**config.mk**
```make
export PLATFORM = sky130hd
export DESIGN_NAME = timer_entry_loader_flat
export DESIGN_NICKNAME = d
export VERILOG_FILES = /design/src/rtl/timer_pkg.sv /design/src/rtl/timer_entry_loader_if.sv /design/src/rtl/bcd_shift3.sv /design/src/rtl/timer_entry_loader.sv /design/src/flat_wrapper.sv
export SDC_FILE = /design/constraint.sdc
export NUM_CORES = 1
export LEC_CHECK = 0
export ABC_AREA = 1
export CORE_ASPECT_RATIO = 0.7
export CORE_MARGIN = 2
export CORE_UTILIZATION = 45
export CTS_CLUSTER_SIZE = 10
export DETAILED_ROUTE_END_ITERATION = 16
export HOLD_SLACK_MARGIN = 0.12
export PLACE_DENSITY = 0.71
export SLEW_MARGIN = 20
export SYNTH_ARGS = -nofsm -noshare
export SYNTH_HDL_FRONTEND = slang
export SYNTH_SLANG_ARGS = --single-unit
export TNS_END_PERCENT = 50
```
**constraint.sdc**
```tcl
create_clock -name clock -period 1.3 [get_ports clock]
set_input_delay 0.325 -clock clock [delete_from_list [all_inputs] [get_ports clock]]
set_output_delay 0.325 -clock clock [all_outputs]
set_load 0.02 [all_outputs]
```
**src/rtl/timer_pkg.sv**
```systemverilog
// Shared types and constants for the keypad-side timer entry loader.
package timer_pkg;

    typedef enum logic [1:0] {IDLE, ENTRY, LOAD, RUN} entry_state_t;

    localparam int BCD_W            = 4;
    localparam int MAX_SEC_TENS_DEF = 5;
    localparam int NDIGITS          = 3;

    function automatic logic is_bcd(input logic [BCD_W-1:0] d);
        return d <= BCD_W'(9);
    endfunction

endpackage

```
**src/rtl/timer_entry_loader_if.sv**
```systemverilog
// Keypad strobes in, timer counter load buses and status out.
interface timer_entry_loader_if;
    import timer_pkg::*;

    logic             key_valid;
    logic [BCD_W-1:0] key_digit;
    logic             key_start;
    logic             key_cancel;
    logic             timer_zero;
    logic [BCD_W-1:0] min_data;
    logic [BCD_W-1:0] tens_data;
    logic [BCD_W-1:0] units_data;
    logic             loadn;
    logic             running;
    logic             err;
    logic [1:0]       ndigits;

    modport master (
        output key_valid, key_digit, key_start, key_cancel, timer_zero,
        input  min_data, tens_data, units_data, loadn, running, err, ndigits
    );

    modport slave (
        input  key_valid, key_digit, key_start, key_cancel, timer_zero,
        output min_data, tens_data, units_data, loadn, running, err, ndigits
    );

endinterface

```
**src/rtl/bcd_shift3.sv**
```systemverilog
// Three-digit BCD entry register; new digits enter at the units end.
module bcd_shift3
    import timer_pkg::*;
(
    input  logic             clock,
    input  logic             clr,
    input  logic             clear,
    input  logic             shift,
    input  logic [BCD_W-1:0] din,
    output logic [BCD_W-1:0] dmin,
    output logic [BCD_W-1:0] dtens,
    output logic [BCD_W-1:0] dunits
);

    always_ff @(posedge clock) begin
        if (clr || clear) begin
            dmin   <= '0;
            dtens  <= '0;
            dunits <= '0;
        end else if (shift) begin
            dmin   <= dtens;
            dtens  <= dunits;
            dunits <= din;
        end
    end

endmodule

```
**src/rtl/timer_entry_loader.sv**
```systemverilog
// Entry FSM: collects digits, validates the start key, strobes loadn once
// and tracks the running timer until it reaches zero or is cancelled.
module timer_entry_loader
    import timer_pkg::*;
#(
    parameter int MAX_SEC_TENS = MAX_SEC_TENS_DEF
) (
    input logic                 clock,
    input logic                 clr,
    timer_entry_loader_if.slave bus
);

    entry_state_t     state_q, state_d;
    logic             phase_q, phase_d;
    logic             loadn_q, loadn_d;
    logic             running_q, running_d;
    logic             err_q, err_d;
    logic [1:0]       nd_q, nd_d;
    logic             shift, clear;
    logic             start_ok;
    logic [BCD_W-1:0] dmin, dtens, dunits;

    bcd_shift3 u_digits (
        .clock  (clock),
        .clr    (clr),
        .clear  (clear),
        .shift  (shift),
        .din    (bus.key_digit),
        .dmin   (dmin),
        .dtens  (dtens),
        .dunits (dunits)
    );

    assign start_ok = (dtens <= BCD_W'(MAX_SEC_TENS)) &&
                      ((dmin | dtens | dunits) != '0);

    // LOAD spans two cycles: the first arms loadn, the second releases it and
    // raises running, so timer_zero from the settling counters is never seen.
    always_comb begin
        state_d   = state_q;
        phase_d   = 1'b0;
        loadn_d   = 1'b1;
        running_d = 1'b0;
        err_d     = 1'b0;
        nd_d      = nd_q;
        shift     = 1'b0;
        clear     = 1'b0;
        case (state_q)
            IDLE: begin
                if (bus.key_valid && !bus.key_cancel) begin
                    if (is_bcd(bus.key_digit)) begin
                        shift   = 1'b1;
                        nd_d    = 2'd1;
                        state_d = ENTRY;
                    end else begin
                        err_d = 1'b1;
                    end
                end
            end
            ENTRY: begin
                if (bus.key_cancel) begin
                    clear   = 1'b1;
                    nd_d    = 2'd0;
                    state_d = IDLE;
                end else if (bus.key_start) begin
                    if (start_ok) begin
                        state_d = LOAD;
                    end else begin
                        err_d = 1'b1;
                    end
                end else if (bus.key_valid) begin
                    if (is_bcd(bus.key_digit)) begin
                        shift = 1'b1;
                        nd_d  = (nd_q == 2'(NDIGITS)) ? nd_q : nd_q + 2'd1;
                    end else begin
                        err_d = 1'b1;
                    end
                end
            end
            LOAD: begin
                if (!phase_q) begin
                    loadn_d = 1'b0;
                    phase_d = 1'b1;
                end else begin
                    running_d = 1'b1;
                    state_d   = RUN;
                end
            end
            RUN: begin
                if (bus.key_cancel || bus.timer_zero) begin
                    clear   = 1'b1;
                    nd_d    = 2'd0;
                    state_d = IDLE;
                end else begin
                    running_d = 1'b1;
                end
            end
            default: state_d = IDLE;
        endcase
    end

    always_ff @(posedge clock) begin
        if (clr) begin
            state_q   <= IDLE;
            phase_q   <= 1'b0;
            loadn_q   <= 1'b1;
            running_q <= 1'b0;
            err_q     <= 1'b0;
            nd_q      <= 2'd0;
        end else begin
            state_q   <= state_d;
            phase_q   <= phase_d;
            loadn_q   <= loadn_d;
            running_q <= running_d;
            err_q     <= err_d;
            nd_q      <= nd_d;
        end
    end

    assign bus.min_data   = dmin;
    assign bus.tens_data  = dtens;
    assign bus.units_data = dunits;
    assign bus.loadn      = loadn_q;
    assign bus.running    = running_q;
    assign bus.err        = err_q;
    assign bus.ndigits    = nd_q;

endmodule

```
**src/flat_wrapper.sv**
```systemverilog
// flat-port wrapper written by rule: the top's interface ports become plain ports
module timer_entry_loader_flat import timer_pkg::*;
#(
    parameter int MAX_SEC_TENS = MAX_SEC_TENS_DEF
)
  (clock, clr, bus_key_valid, bus_key_digit, bus_key_start, bus_key_cancel, bus_timer_zero, bus_min_data, bus_tens_data, bus_units_data, bus_loadn, bus_running, bus_err, bus_ndigits);
  timer_entry_loader_if bus_i ();
  input logic clock;
  input logic clr;
  input wire logic [$bits(bus_i.key_valid)-1:0] bus_key_valid;
  input wire logic [$bits(bus_i.key_digit)-1:0] bus_key_digit;
  input wire logic [$bits(bus_i.key_start)-1:0] bus_key_start;
  input wire logic [$bits(bus_i.key_cancel)-1:0] bus_key_cancel;
  input wire logic [$bits(bus_i.timer_zero)-1:0] bus_timer_zero;
  output wire logic [$bits(bus_i.min_data)-1:0] bus_min_data;
  output wire logic [$bits(bus_i.tens_data)-1:0] bus_tens_data;
  output wire logic [$bits(bus_i.units_data)-1:0] bus_units_data;
  output wire logic [$bits(bus_i.loadn)-1:0] bus_loadn;
  output wire logic [$bits(bus_i.running)-1:0] bus_running;
  output wire logic [$bits(bus_i.err)-1:0] bus_err;
  output wire logic [$bits(bus_i.ndigits)-1:0] bus_ndigits;
  assign bus_i.key_valid = bus_key_valid;
  assign bus_i.key_digit = bus_key_digit;
  assign bus_i.key_start = bus_key_start;
  assign bus_i.key_cancel = bus_key_cancel;
  assign bus_i.timer_zero = bus_timer_zero;
  assign bus_min_data = bus_i.min_data;
  assign bus_tens_data = bus_i.tens_data;
  assign bus_units_data = bus_i.units_data;
  assign bus_loadn = bus_i.loadn;
  assign bus_running = bus_i.running;
  assign bus_err = bus_i.err;
  assign bus_ndigits = bus_i.ndigits;
  timer_entry_loader #(.MAX_SEC_TENS(MAX_SEC_TENS)) u_core (.clock(clock), .clr(clr), .bus(bus_i));
endmodule
```
# --- Word level (Yosys, flattened, before mapping) ---
# Index checks and enable logic that the tools add are counted.
# W data, S select, Z words.
word_totals:
  out_inout_bits: 17
  regBits: 20
  inputBits: 10
  elab_cells: 74
classes:
  mux: 34
  bitwise: 3
  n_lt_le_gt_ge: 2
  n_reduce_logical: 11
  addsub: 1
  n_eq_ne: 14
op_table:
  columns: ["op", "count"]
  rows:
  - ["$mux W2", 12]
  - ["$mux W1", 16]
  - ["$ne A3 B3 Y1 const B", 4]
  - ["$ne A2 B1 Y1 const B", 4]
  - ["$or A4 B4 Y4", 2]
  - ["$pmux W1 S2", 4]
  - ["$pmux W2 S4", 1]
  - ["$reduce_and A8 Y1", 1]
  - ["$eq A2 B2 Y1 const B", 3]
  - ["$ne A3 B2 Y1 const B", 2]
  - ["$pmux W2 S3", 1]
  - ["$reduce_and A6 Y1", 1]
  - ["$le A4 B3 Y1 const B", 1]
  - ["$le A4 B4 Y1 const B", 1]
  - ["$reduce_bool A4 Y1", 1]
  - ["$reduce_bool A3 Y1", 1]
  - ["$add A2 B1 Y2 const B", 1]
  - ["$eq A2 B1 Y1 const B", 1]
  - ["$logic_and A1 B1 Y1", 2]
  - ["$logic_not A2 Y1", 1]
  - ["$logic_or A1 B1 Y1", 2]
  - ["$reduce_or A2 Y1", 1]
  - ["$logic_not A1 Y1", 1]
  - ["$not A1 Y1", 1]

# --- Logic depth before layout (Yosys ltp) ---
logic_depth:
  ltp_word: 8
  ltp_mapped: 9
  mapped_depth_nobuf: 9

# --- Cells and area by module ---
# A second synthesis with hierarchy kept.
hier_totals:
  hier_cells: 163
  area_unflattened_um2: 1054.8
modules_own_cells:
  columns: ["mod", "n_inst", "cells_per_inst", "area_per_inst_um2", "seq_area_each_um2"]
  rows:
  - ["timer_entry_loader", 1, 87, 550.5, 160.2]
  - ["bcd_shift3", 1, 76, 504.2, 240.2]

# --- Least setup slack after synthesis ---
# Ideal clock, no wire load.
synth_timing:
  path_type: "reg2reg"
  startpoint: "register u_core.nd_q[0] (netlist: u_core.bus.ndigits[0])"
  endpoint: "register u_core.nd_q[0] (netlist: u_core.bus.ndigits[0])"
  setup_ps: 114
  required_ps: 1186
  path_slack_ps: 153
  n_path_buf: 0
  synth_period_minus_slack_ps: 1147
  arrival_time_ps: 1033
  stages_incl_launch_ff: 8
  cell_sequence: "dfxtp_1 ha_1 nor2_1 nand2_1 nand2_2 nand3_2 nor2_1 nor2_2"
synth_between:
  elab_chain_cells: 7
  word_cells_on_any_way: 10
  classes_between: "add/sub: 1; eq/ne: 2; mux: 6; reduce/logical: 1"
synth_lines:
  columns: ["item", "line_no", "rtl"]
  rows:
  - ["from (decl)", "timer_entry_loader.sv:18", "logic [1:0] nd_q, nd_d;"]
  - ["from (signal assigned)", "timer_entry_loader.sv:116", "nd_q <= nd_d;"]
  - ["$add A2 B1 Y2", "timer_entry_loader.sv:74", "nd_d = (nd_q == 2'(NDIGITS)) ? nd_q : nd_q + 2'd1;"]
  - ["$mux W2", "timer_entry_loader.sv:74", null]
  - ["$mux W2", "timer_entry_loader.sv:72", "if (is_bcd(bus.key_digit)) begin"]
  - ["$mux W2", "timer_entry_loader.sv:71", "end else if (bus.key_valid) begin"]
  - ["$mux W2", "timer_entry_loader.sv:65", "end else if (bus.key_start) begin"]
  - ["$mux W2", "timer_entry_loader.sv:61", "if (bus.key_cancel) begin"]
  - ["$pmux W2 S3", "timer_entry_loader.sv:48", "case (state_q)"]
# Parallel ways exist; a longest one is shown, timed or not. The select of a mux whose other input is x is not followed.
# A chain may end at the register's enable or synchronous reset.

# --- Worst setup path in the final report ---
layout_timing:
  startpoint: "register u_core.u_digits.dmin[3]"
  endpoint: "output bus_min_data[3]"
layout_rtl:
  columns: ["item", "line_no", "rtl"]
  rows:
  - ["from (decl)", "bcd_shift3.sv:10", "output logic [BCD_W-1:0] dmin,"]
  - ["from (signal assigned)", "bcd_shift3.sv:21", "dmin <= dtens;"]
  - ["to (decl)", "flat_wrapper.sv:15", "output wire logic [$bits(bus_i.min_data)-1:0] bus_min_data;"]
# No word-level cell between the ends.

==> flow_summary_export.csv <==
group,metric,value,unit
clocking,cts_buffers,3,
synthesis,synthFlopType,"dfxtp_1",
worst_setup_path,crit_family,"flip-flops",
worst_setup_path,cp-start-kind,"register",
clocking,htree_levels,1,
clocking,clock-sinks,20,
synthesis,avgSynthCellArea,7.773,um^2
worst_setup_path,cp_slowest_cell,"dfxtp_1",
worst_setup_path,crit_start,"u_core.u_digits.dmin[3]$_SDFFE_PP0P_",
synthesis,synth_cell_types,25,
floorplanning,start_util,46.58,%
worst_setup_path,r2r_cells,5,
sta,finalCriticalPeriod,1265,ps
clocking,cts_max_path_buffers,2,
synthesis,synth_xor_area_share,0,%
route,ant_nets,0,
worst_setup_path,r2r-start,"u_core.state_q[0]$_SDFFE_PP0P_",
route,wl_met3,148,um
worst_setup_path,ff2ff_setup_slack,60,ps
synthesis,syn_inst,127,
sta,final_max_slew_viol_count,0,
synthesis,synthSimpleGateAreaFrac,34.47,%
synthesis,synth_nets,138,
floorplanning,die_y,43.19,um
clocking,clk_pin_slew_worst_paths,120,ps
route,met1_length,1.313,mm
synthesis,synth_compound_area_share,16.73,%
route,wl,2.760,mm
sta,setup-violations-final,0,
floorplanning,die_w,59.98,um
power_and_ir_drop,leakage,0.6337,nW
route,wl_met2,1.269,mm
clocking,cts_tree,"done",
synthesis,synth-edff-count,0,
route,drt_first_pass_iters,4,
placed_design,port-buffer-count,26,
synthesis,synth_top_family_by_area,"simple AND/OR/NAND/NOR gates",
synthesis,async_flop_share,0,%
worst_setup_path,path_class,"reg -> out",
floorplanning,coreArea,2120,um^2
sta,fmax,790.3,MHz
placed_design,place_congestion,0.8864,
global_route,grt_pass1_vias,996,
cells_and_area,final_nets,187,
route,routed_via_density,5.203,
synthesis,yosysWarnings,0,
synthesis,ys_ff_latch,20,
hold_path,hold_path.class,"in -> reg",
job,cap_violations,0,
cells_and_area,area.growth.synth_to_final,51.33,%
sta,skew,8.940,ps
global_route,overflow,0,
placed_design,place_hpwl,1.966,mm
synthesis,synth.cell_area,987.2,um^2
synthesis,synthAdderAreaFrac,1.267,%
sta,relSlewSlack,83.06,%
status,outcome,"complete, no violations",
global_route,track_usage,22.41,%
route,vias,1077,
floorplanning,dieArea,2590,um^2
worst_setup_path,slowest_delay,360,ps
placed_design,post-place-ws,-412.7,ps
synthesis,synth_seq_area_share,40.56,%
sta,timing.hold.ws,403.8,ps
route,drc,0,
global_route,antenna_found_initial,0,
worst_setup_path,r2r-end,"u_core.u_digits.dunits[3]$_SDFFE_PP0P_",
route,highest_layer,"met4",
clocking,postCtsSetupRepairBufs,0,
worst_setup_path,cp_cell_sequence,"clkdlybuf4s15_2",
worst_setup_path,cp_max_fo,2,
route,drt_iter0_markers,33,
worst_setup_path,cp.required,980,ps
sta,finalCritPeriodShare,97.33,%
clocking,worstSkewPairLatency,310,ps
hold_path,holdPathStages,3,
power_and_ir_drop,ir_worst_vdd,0.7138,mV
cells_and_area,diodes,0,
floorplanning,row_count,14,
worst_setup_path,endpoint_kind,"primary output",
global_route,grt_max_degree,13,
global_route,grt_first_pass_wirelength,4.340,mm
sta,hold_viol,0,
clocking,ctsRootBufferMaster,"clkbuf_4",
hold_path,hold_path_end,"u_core.u_digits.dunits[2]$_SDFFE_PP0P_",
route,post_drt_wl_per_cell,13.33,um
sta,timing.final.ws_setup,34.70,ps
synthesis,muxShareOfSynthArea,0,%
hold_path,hp-start,"bus_key_digit[2]",
power_and_ir_drop,p_per_area,949.1,nW/um^2
sta,fin_tns_setup,0,ps
sta,worst_slew_pin_slew,253.1,ps
cells_and_area,layout-drive-gt1-share,42.86,%
worst_setup_path,crit_buf_inv,1,
worst_setup_path,crit_arrival,940,ps
floorplanning,pin_count,27,
-- stage by stage --
| stage | instance area, um^2 | cells | total power [W] | util, % |
|---|---|---|---|---|
| after floorplan | 987.2 | 127 | 0.0007855 | - |
| after global placement | 1429 | 203 | 0.0008982 | 67.41 |
| after detailed placement | 1429 | 203 | 0.0009055 | 67.41 |
| after CTS | 1500 | 207 | 0.001410 | 70.78 |
| after global routing | 1494 | 207 | 0.001475 | 70.48 |
| final | 1494 | 207 | 0.001418 | 70.48 |
-- Yosys cell counts, types with 2 or more instances --
| library cell | instances | area share [%] |
|---|---|---|
| a21oi_2 | 12 | 11 |
| dfxtp_1 | 20 | 41 |
| nand3_1 | 3 | 1.5 |
| nor2_2 | 3 | 1.9 |
| nand2_2 | 2 | 1.3 |
| nand4_1 | 13 | 8.2 |
| inv_1 | 9 | 3.4 |
| o21ai_0 | 2 | 1.0 |
| buf_2 | 4 | 2.0 |
| nand3_2 | 2 | 2.0 |
| nand2_1 | 27 | 10 |
| nor2_1 | 12 | 4.6 |
| a21oi_1 | 6 | 3.0 |
-- timing repair --
item | CTS | global route
hold buffers | 0 | 0
pin swaps | 1 | 4
endpoints found under the hold margin | 0 | 0
setup endpoints to repair | 31 | 32
resized for setup | 38 | 32
-- cell families after synthesis --
kind of cell	Yosys count
simple gates	68
compound gates	23
flops	20
buf+inv	15
fa+ha+maj	1
-- layout make-up --
type                       count  area [um^2]
fill                         167        625.6
inverter                      10        37.54
sequential                    20        404.1
clock buffer                   3        22.52
tap                           32        40.04
multi-input combinational     92        559.3
clock inverter                 1        30.03
timing repair buffer          49        400.4
-- metal layers --
metal  global-route usage, %  up-vias
met2                   34.57       40
li1                        -      532
met4                   6.667        0
met1                   30.30      499
met3                   6.098        6
met5                       0        -
-- sequential cells by signal, summed over array words and instances, names as in the netlist, named ones only --
register,cells
u_core.u_digits.dmin,4
u_core.u_digits.dunits,4
u_core.u_digits.dtens,4
u_core.bus.running,1
u_core.state_q,1
u_core.bus.loadn,1
u_core.bus.ndigits,2
u_core.bus.err,1
u_core.phase_q,1
-- power breakdown --
group          switching (W)  leakage (nW)  internal, W  total, W
clock network       0.000204        0.0279     0.000312  0.000516
registers          0.0000105         0.164     0.000628  0.000639
logic               0.000152         0.442     0.000112  0.000264
-- cell usage in the layout (no fill, tap or decap), drive strengths merged --
cell type,n
dlymetal6s2s,4
clkbuf,13
and2,1
nor3,1
nand3,5
nand2,29
nor3b,1
nand3b,1
buf,24
nor2,16
bufinv,1
a31oi,1
dfxtp,20
clkdlybuf4s15,6
ha,1
clkdlybuf4s50,5
nand4,13
inv,10
o21ai,4
a21oi,18
or2,1
-- how the worst max path moves through the flow --
stage,cells after the start,to
floorplan,7,u_core.bus.ndigits[0]$_SDFFE_PP0P_
global placement,8,u_core.bus.ndigits[1]$_SDFFE_PP0P_
detailed placement,7,u_core.bus.ndigits[1]$_SDFFE_PP0P_
CTS,7,u_core.bus.ndigits[1]$_SDFFE_PP0P_
global route,10,u_core.bus.ndigits[0]$_SDFFE_PP0P_
finish,1,bus_min_data[3]
No activity file was read; power rests on OpenSTA's default activity.
